[src/rtl/spi_cfg_master.sv]
// SPI master for converter register configuration and readback with programmable
// word width, SCLK divider, SPI mode, bit order and chip-select count.
module spi_cfg_master #(
    parameter int DATA_W    = 16,
    parameter int CLK_DIV   = 4,
    parameter int NUM_CS    = 2,
    parameter bit CPOL      = 1'b0,
    parameter bit CPHA      = 1'b0,
    parameter bit LSB_FIRST = 1'b0,
    localparam int CS_W     = (NUM_CS > 1) ? $clog2(NUM_CS) : 1
) (
    input  logic              sys_clk,
    input  logic              sys_rst,
    input  logic              start,
    input  logic [CS_W-1:0]   cs_sel,
    input  logic [DATA_W-1:0] tx_data,
    output logic              busy,
    output logic              done,
    output logic              err,
    output logic [DATA_W-1:0] rx_data,
    output logic              sclk,
    output logic              sdin,
    input  logic              sdout,
    output logic [NUM_CS-1:0] cs
);

    localparam int CNT_W = (CLK_DIV > 1) ? $clog2(CLK_DIV) : 1;
    localparam int HC_W  = $clog2(2 * DATA_W);
    localparam logic [CNT_W-1:0] CNT_RELOAD = CNT_W'(CLK_DIV - 1);
    localparam logic [HC_W-1:0]  HC_LAST    = HC_W'(2 * DATA_W - 1);

    typedef enum logic [1:0] {
        IDLE,
        LEAD,
        SHIFT,
        LAG
    } state_t;

    state_t            state;
    state_t            state_nxt;
    logic [CNT_W-1:0]  cnt;
    logic [HC_W-1:0]   hcnt;
    logic [DATA_W-1:0] tx_sh;
    logic [DATA_W-1:0] rx_sh;

    logic sel_ok;
    logic div_end;
    logic last_half;
    logic accept;
    logic reject;
    logic lead_edge;
    logic trail_edge;
    logic finish;
    logic sample;
    logic advance;

    function automatic logic first_bit(input logic [DATA_W-1:0] w);
        return LSB_FIRST ? w[0] : w[DATA_W-1];
    endfunction

    function automatic logic [DATA_W-1:0] drop_bit(input logic [DATA_W-1:0] w);
        return LSB_FIRST ? (w >> 1) : (w << 1);
    endfunction

    function automatic logic [DATA_W-1:0] push_bit(input logic [DATA_W-1:0] w, input logic b);
        return LSB_FIRST ? {b, w[DATA_W-1:1]} : {w[DATA_W-2:0], b};
    endfunction

    function automatic logic [NUM_CS-1:0] cs_decode(input logic [CS_W-1:0] sel);
        logic [NUM_CS-1:0] v;
        for (int i = 0; i < NUM_CS; i++) begin
            v[i] = (int'(sel) != i);
        end
        return v;
    endfunction

    assign sel_ok    = (int'(cs_sel) < NUM_CS);
    assign div_end   = (cnt == '0);
    assign last_half = (hcnt == HC_LAST);

    always_comb begin
        state_nxt  = state;
        accept     = 1'b0;
        reject     = 1'b0;
        lead_edge  = 1'b0;
        trail_edge = 1'b0;
        finish     = 1'b0;
        case (state)
            IDLE: begin
                if (start) begin
                    if (sel_ok) begin
                        accept    = 1'b1;
                        state_nxt = LEAD;
                    end else begin
                        reject = 1'b1;
                    end
                end
            end
            LEAD: begin
                if (div_end) state_nxt = SHIFT;
            end
            SHIFT: begin
                // Even half-period index ends on a leading sclk edge, odd on a trailing one.
                if (div_end) begin
                    lead_edge  = ~hcnt[0];
                    trail_edge = hcnt[0];
                    if (last_half) state_nxt = LAG;
                end
            end
            LAG: begin
                if (div_end) begin
                    finish    = 1'b1;
                    state_nxt = IDLE;
                end
            end
            default: state_nxt = IDLE;
        endcase
    end

    always_comb begin
        sample  = 1'b0;
        advance = 1'b0;
        if (CPHA) begin
            sample  = trail_edge;
            advance = lead_edge;
        end else begin
            // Mode 0 puts the first bit out at cs assertion, so the final trailing edge has nothing left to shift.
            sample  = lead_edge;
            advance = trail_edge & ~last_half;
        end
    end

    always_ff @(posedge sys_clk) begin
        if (sys_rst) begin
            state   <= IDLE;
            cnt     <= CNT_RELOAD;
            hcnt    <= '0;
            busy    <= 1'b0;
            done    <= 1'b0;
            err     <= 1'b0;
            rx_data <= '0;
            sclk    <= CPOL;
            sdin    <= 1'b0;
            cs      <= '1;
        end else begin
            state <= state_nxt;
            done  <= finish;
            err   <= reject;

            if (state == IDLE || div_end) cnt <= CNT_RELOAD;
            else                          cnt <= cnt - CNT_W'(1);

            if (state != SHIFT) hcnt <= '0;
            else if (div_end)   hcnt <= hcnt + HC_W'(1);

            if (state == SHIFT && div_end) sclk <= ~sclk;

            if (accept) begin
                busy <= 1'b1;
                cs   <= cs_decode(cs_sel);
            end else if (finish) begin
                busy    <= 1'b0;
                cs      <= '1;
                rx_data <= rx_sh;
            end

            if (accept && !CPHA) sdin <= first_bit(tx_data);
            else if (advance)    sdin <= first_bit(tx_sh);
            else if (finish)     sdin <= 1'b0;
        end
    end

    always_ff @(posedge sys_clk) begin
        if (accept)       tx_sh <= CPHA ? tx_data : drop_bit(tx_data);
        else if (advance) tx_sh <= drop_bit(tx_sh);
        if (sample)       rx_sh <= push_bit(rx_sh, sdout);
    end

endmodule

[config.mk]
export PLATFORM = sky130hd
export DESIGN_NAME = spi_cfg_master
export DESIGN_NICKNAME = d
export VERILOG_FILES = /design/src/rtl/spi_cfg_master.sv
export SDC_FILE = /design/constraint.sdc
export NUM_CORES = 1
export LEC_CHECK = 0
export BUFFER_PORTS_ARGS = -buffer_cell sky130_fd_sc_hd__buf_2
export CORE_MARGIN = 8
export CORE_UTILIZATION = 41
export CTS_CLUSTER_SIZE = 30
export DETAILED_ROUTE_END_ITERATION = 8
export PLACE_DENSITY = 0.67
export REMOVE_ABC_BUFFERS = 1
export SYNTH_ARGS = -nofsm -noshare
export SYNTH_HDL_FRONTEND = slang
export SYNTH_SLANG_ARGS = --single-unit
[constraint.sdc]
create_clock -name sys_clk -period 5.6 [get_ports sys_clk]
set_input_delay 0.84 -clock sys_clk [delete_from_list [all_inputs] [get_ports sys_clk]]
set_output_delay 0.84 -clock sys_clk [all_outputs]
set_load 0.02 [all_outputs]
=== After elaboration in Yosys (flattened, before gate mapping) ===
Cells that the tools add are included.
W data, S select, Z words.

* Flip-flop bits (word level): 62
* Bits in latches: 0
* Bits in writable memories: 0
* Memory bits (read-only): 0
* Output and inout bits: 23
* Memories kept: 0

* Add/subtract/negate cells: 2
* Multiply operators: 0
* Div/mod/pow operators: 0
* $lt $le $gt $ge: 0
* Eq/ne operators: 10
* Shift-type cells: 0
* Mux-type cells: 22
* Bitwise operators: 6
* Reduce and logical (&&, ||, !) cells: 11

{| class="wikitable"
|+ Operators by type and width
! cell !! number
|-
| $mux W16 || 2
|-
| $mux W2 || 7
|-
| $mux W1 || 12
|-
| $ne A2 B2 Y1 const B || 6
|-
| $pmux W2 S4 || 1
|-
| $add A5 B1 Y5 const B || 1
|-
| $eq A5 B5 Y1 const B || 1
|-
| $not A1 Y1 || 5
|-
| $reduce_and A5 Y1 || 1
|-
| $eq A2 B2 Y1 const B || 2
|-
| $logic_not A2 Y1 || 2
|-
| $reduce_bool A2 Y1 || 2
|-
| $reduce_or A2 Y1 || 2
|-
| $reduce_bool A3 Y1 || 1
|-
| $eq A2 B1 Y1 const B || 1
|-
| $reduce_and A2 Y1 || 1
|-
| $sub A2 B1 Y2 const B || 1
|-
| $and A1 B1 Y1 || 1
|-
| $logic_and A1 B1 Y1 || 1
|-
| $logic_or A1 B1 Y1 || 1
|}

=== Logic depth before layout (Yosys ltp) ===
* Depth after elaboration: 6
* Depth in mapped cells: 7

=== Worst setup path after synthesis ===
OpenSTA, ideal clock, no wires.

* Kind: reg-to-reg
* Start: reg hcnt[0]
* End: reg tx_sh[10] (enable)
* Setup time: 0.390 ns
* Arrival time: 1.811 ns
* Required time: 5.210 ns
* Path slack: 3.399 ns
* Cell stages (with the launch flop): 6
* Buffers on the path: 0
* Period minus slack after synthesis: 2.201 ns
* Cell sequence: dfxtp_1 ha_1 and3_1 ha_1 nand2b_1 o21ai_1

* Word-level cells in the longest chain between the ends: 4
* Elaborated cells on any way between the ends: 6

{| class="wikitable"
|+ RTL lines
! element !! line !! text
|-
| from (decl) || 42 || <nowiki>logic [HC_W-1:0] hcnt;</nowiki>
|-
| from (signal assigned) || 154 || <nowiki>else if (div_end) hcnt <= hcnt + HC_W'(1);</nowiki>
|-
| $eq A5 B5 Y1 / $mux W1 (equally long branches) || 79, 104 ||
|-
| $not A1 Y1 / $mux W1 (equally long branches) || 129, 88 ||
|-
| $and A1 B1 Y1 * || 129 || <nowiki>advance = trail_edge & ~last_half;</nowiki>
|-
| $reduce_bool A2 Y1 (no source line) * || n/a ||
|-
| to (signal assigned) || 174 || <nowiki>if (accept) tx_sh <= CPHA ? tx_data : drop_bit(tx_data);</nowiki>
|-
| to (signal assigned) || 175 || <nowiki>else if (advance) tx_sh <= drop_bit(tx_sh);</nowiki>
|-
| to (decl) || 43 || <nowiki>logic [DATA_W-1:0] tx_sh;</nowiki>
|}

Every way passes the cells marked *; elsewhere a longest branch is shown, timed or not.
A chain may end at the register's enable or synchronous reset.

=== Worst setup path after layout ===
* Start: reg state[0]
* End: reg sdin

* Word-level cells in the longest chain between the ends: 5
* Elaborated cells on any way between the ends: 10

{| class="wikitable"
|+ RTL lines
! element !! line !! text
|-
| from (decl) || 39 || <nowiki>state_t state;</nowiki>
|-
| from (signal assigned) || 146 || <nowiki>state <= state_nxt;</nowiki>
|-
| $eq A2 B2 Y1 || 88 || <nowiki>case (state)</nowiki>
|-
| $mux W1 || 88 ||
|-
| $and A1 B1 Y1 || 129 ||
|-
| $mux W1 || 168 || <nowiki>else if (advance) sdin <= first_bit(tx_sh);</nowiki>
|-
| $mux W1 || 167 || <nowiki>if (accept && !CPHA) sdin <= first_bit(tx_data);</nowiki>
|-
| to (signal assigned) || 167 ||
|-
| to (signal assigned) || 168 ||
|-
| to (decl) || 22 || <nowiki>output logic sdin,</nowiki>
|}

Several ways; a longest one is shown, not always the timed one.

==> impl_metrics.csv <==
group,metric,value,unit
status,status,"finished clean",
logic_synthesis,synth_xor_area_frac,0.0143,
power,leakage,1.21,nW
global_routing,grt_max_degree,35,
final_layout,area_growth,17.1,%
floorplan,dieArea,8700,sq um
logic_synthesis,synth-seq-cells,62,
final_layout,fin_cells,352,
clock_tree,clk_path_buf_depth,2,
setup_path,required,5.85,ns
clock_tree,h-tree-depth,3,
route,wl_per_cell,13.2,um
power,switching_share,0.294,
route,first_pass_iters,6,
timing,worstMarginPinSlew,1.16,ns
route,drt_iter0_drc,69,
final_layout,num_antenna_cells,0,
final_layout,final_common_cell,"nand2_1",
logic_synthesis,synthAdderAreaFrac,0.0358,
route,wl,4640,um
final_layout,finalNetCount,300,
timing,rsz0062_at_grt,"false",
timing,fin_crit,2.27,ns
power,seqPwrFrac,0.480,
setup_path,end_kind,"register",
logic_synthesis,yosysWarnings,0,
timing,skew,0.00514,ns
logic_synthesis,synth_area_leaders,"edfxtp_1, dfxtp_1, nand2_1",
logic_synthesis,syn_inst,231,
route,vias,1703,
floorplan,start_util,0.419,
final_layout,drive_gt1_frac,0.224,
route,drc,0,
floorplan,fp.dieW,93.3,um
setup_path,cp-start-kind,"register",
logic_synthesis,syn_area,2450,sq um
timing,slew-limit-headroom,0.224,
route,viasPerCell,4.84,
hold_path,min_path_type,"reg2reg",
global_routing,grt_pass1_vias,1716,
timing,max_freq,441,MHz
power,internal-power,0.000856,W
logic_synthesis,avgSynthCellArea,10.6,sq um
setup_path,path_class,"reg2reg",
final_layout,layout_common_cells,"nand2_1, buf_2, dfxtp_1, edfxtp_1, o21ai_1",
clock_tree,cts_tree,"done",
logic_synthesis,synth_top_family_by_area,"simple AND/OR/NAND/NOR gates",
power,vdd_ir_drop_max,0.253,mV
global_routing,gr-usage-all-layers,0.117,
place,port_buffers,42,
logic_synthesis,yosysSeqAreaShare,0.633,
timing,final.period_utilization,0.405,
timing,setup_viol_count_final,0,
clock_tree,clk_latency,0.33,ns
clock_tree,cts_root_buf,"clkbuf_8",
clock_tree,cts_buffers,9,
timing,slew_violations,0,
floorplan,core,5850,sq um
clock_tree,clk_pin_slew,0.07,ns
floorplan,ios,44,
logic_synthesis,synth.top_cell.area_share,0.380,
power,p_clk_frac,0.318,
power,pwr-share-comb,0.202,
power,p_sw,0.000356,W
route,ant_nets,0,
logic_synthesis,synthMuxAreaShare,0.0123,
place,place_congestion,0.726,
logic_synthesis,yosysTopAreaCell,"edfxtp_1",
clock_tree,post_cts_buffers,0,
logic_synthesis,synth_cell_types,29,
final_layout,num-fill-cells,561,
job,drv_cap,0,
timing,setup_tns,0,ns
power,p_per_area,423,nW/um^2
setup_path,crit_path_max_fanout,34,
place,dp.cells,336,
clock_tree,clkSinkCount,62,
clock_tree,cts_resized,0,
logic_synthesis,synthSimpleGateAreaFrac,0.160,
global_routing,antenna_found_initial,0,
setup_path,arrival,2.52,ns
floorplan,core.rowCount,28,
global_routing,grt_pass1_wl,7820,um
place,dp_hpwl,3170,um
global_routing,grt_overflow_total,0,
clock_tree,hold_buffers,0,
timing,finalHoldViolCount,0,
floorplan,die_h,93.3,um
logic_synthesis,synth_compound_area_frac,0.0924,
[power by group through the flow]
stage / clock network, W / registers [W] / logic (W)
detailed placement: 0 / 0.000591 / 0.000248
CTS: 0.000400 / 0.000582 / 0.000251
global route: 0.000416 / 0.000590 / 0.000284
finish: 0.000386 / 0.000582 / 0.000245
global placement: 0 / 0.000588 / 0.000243
floorplan: 0 / 0.000594 / 0.000170
[area by class of cell]
type	instances	area, sq um	area share
sequential	62	1550	0.541
multi-input combinational	148	776	0.270
timing repair buffer	44	225	0.0785
clock buffer	10	138	0.0480
tap	75	93.8	0.0327
clock inverter	6	58.8	0.0205
inverter	7	26.3	0.00916
[synthesized netlist by cell type]
cell	count
nand2_1	53
dfxtp_1	31
edfxtp_1	31
o21ai_1	19
a21oi_1	17
nand3_1	16
nor2_1	11
ha_1	7
inv_1	7
buf_2	5
buf_6	4
nor3_1	4
and3_1	3
clkbuf_1	3
mux2i_1	3
xor2_1	3
buf_4	2
a311oi_1	1
and2_1	1
and2_4	1
conb_1	1
nand2_2	1
nand2b_1	1
nand4_1	1
o211a_1	1
o21ai_0	1
o221a_1	1
o221a_2	1
xnor2_1	1
[cell families after synthesis]
logic type | Yosys count
AO/OA/AOI/OAI | 41
buffers and inverters | 21
multiplexers | 3
AND/OR/NAND/NOR | 92
XOR/XNOR | 4
flip-flops | 62
adder cells (fa/ha/maj) | 7
other | 1
[per-layer routing]
| layer | wire [um] | up-vias | track usage |
|---|---|---|---|
| li1 | - | 869 | - |
| met1 | 1920 | 791 | 0.126 |
| met2 | 2330 | 35 | 0.193 |
| met3 | 303 | 8 | 0.0489 |
| met4 | 85 | 0 | 0.0604 |
| met5 | 0 | - | 0 |
[through the flow]
step / power [W] / area, sq um / hold slack, ns / util / worst slack (ns)
3_3_place_gp: 0.000832 / 2670 / 0.366 / 0.457 / 3.15
2_1_floorplan: 0.000764 / 2350 / 0.358 / - / 3.22
3_5_place_dp: 0.000839 / 2670 / 0.387 / 0.457 / 3.12
4_1_cts: 0.00123 / 2870 / 0.402 / 0.490 / 3.30
5_1_grt: 0.00129 / 2870 / 0.427 / 0.490 / 3.10
6_report: 0.00121 / 2870 / 0.394 / 0.490 / 3.33
[critical path: stages (launching register included)]
cell	delay, ns
dfxtp_1	0.40
inv_1	0.09
ha_1	0.27
nand2_1	0.80
o21ai_1	0.14
buf_4	0.26
a311oi_1	0.21
[path summary, 6_finish.rpt]
kind | slack (ns) | from | depth (start not counted) | end
worst min-delay path | 0.39 | cnt[0] | 1 | cnt[0]
worst max-delay path | 3.33 | state[0] | 6 | sdin
worst min register to register | 0.39 | cnt[0] | 1 | cnt[0]
worst max register to register | 3.33 | state[0] | 6 | sdin
[state kept, by name, indices dropped and copies added (netlist names)]
signal,count
busy,1
cnt,2
cs,2
done,1
hcnt,5
rx_data,16
rx_sh,16
sclk,1
sdin,1
state,2
tx_sh,15
No activity file was read; power rests on OpenSTA's default activity.
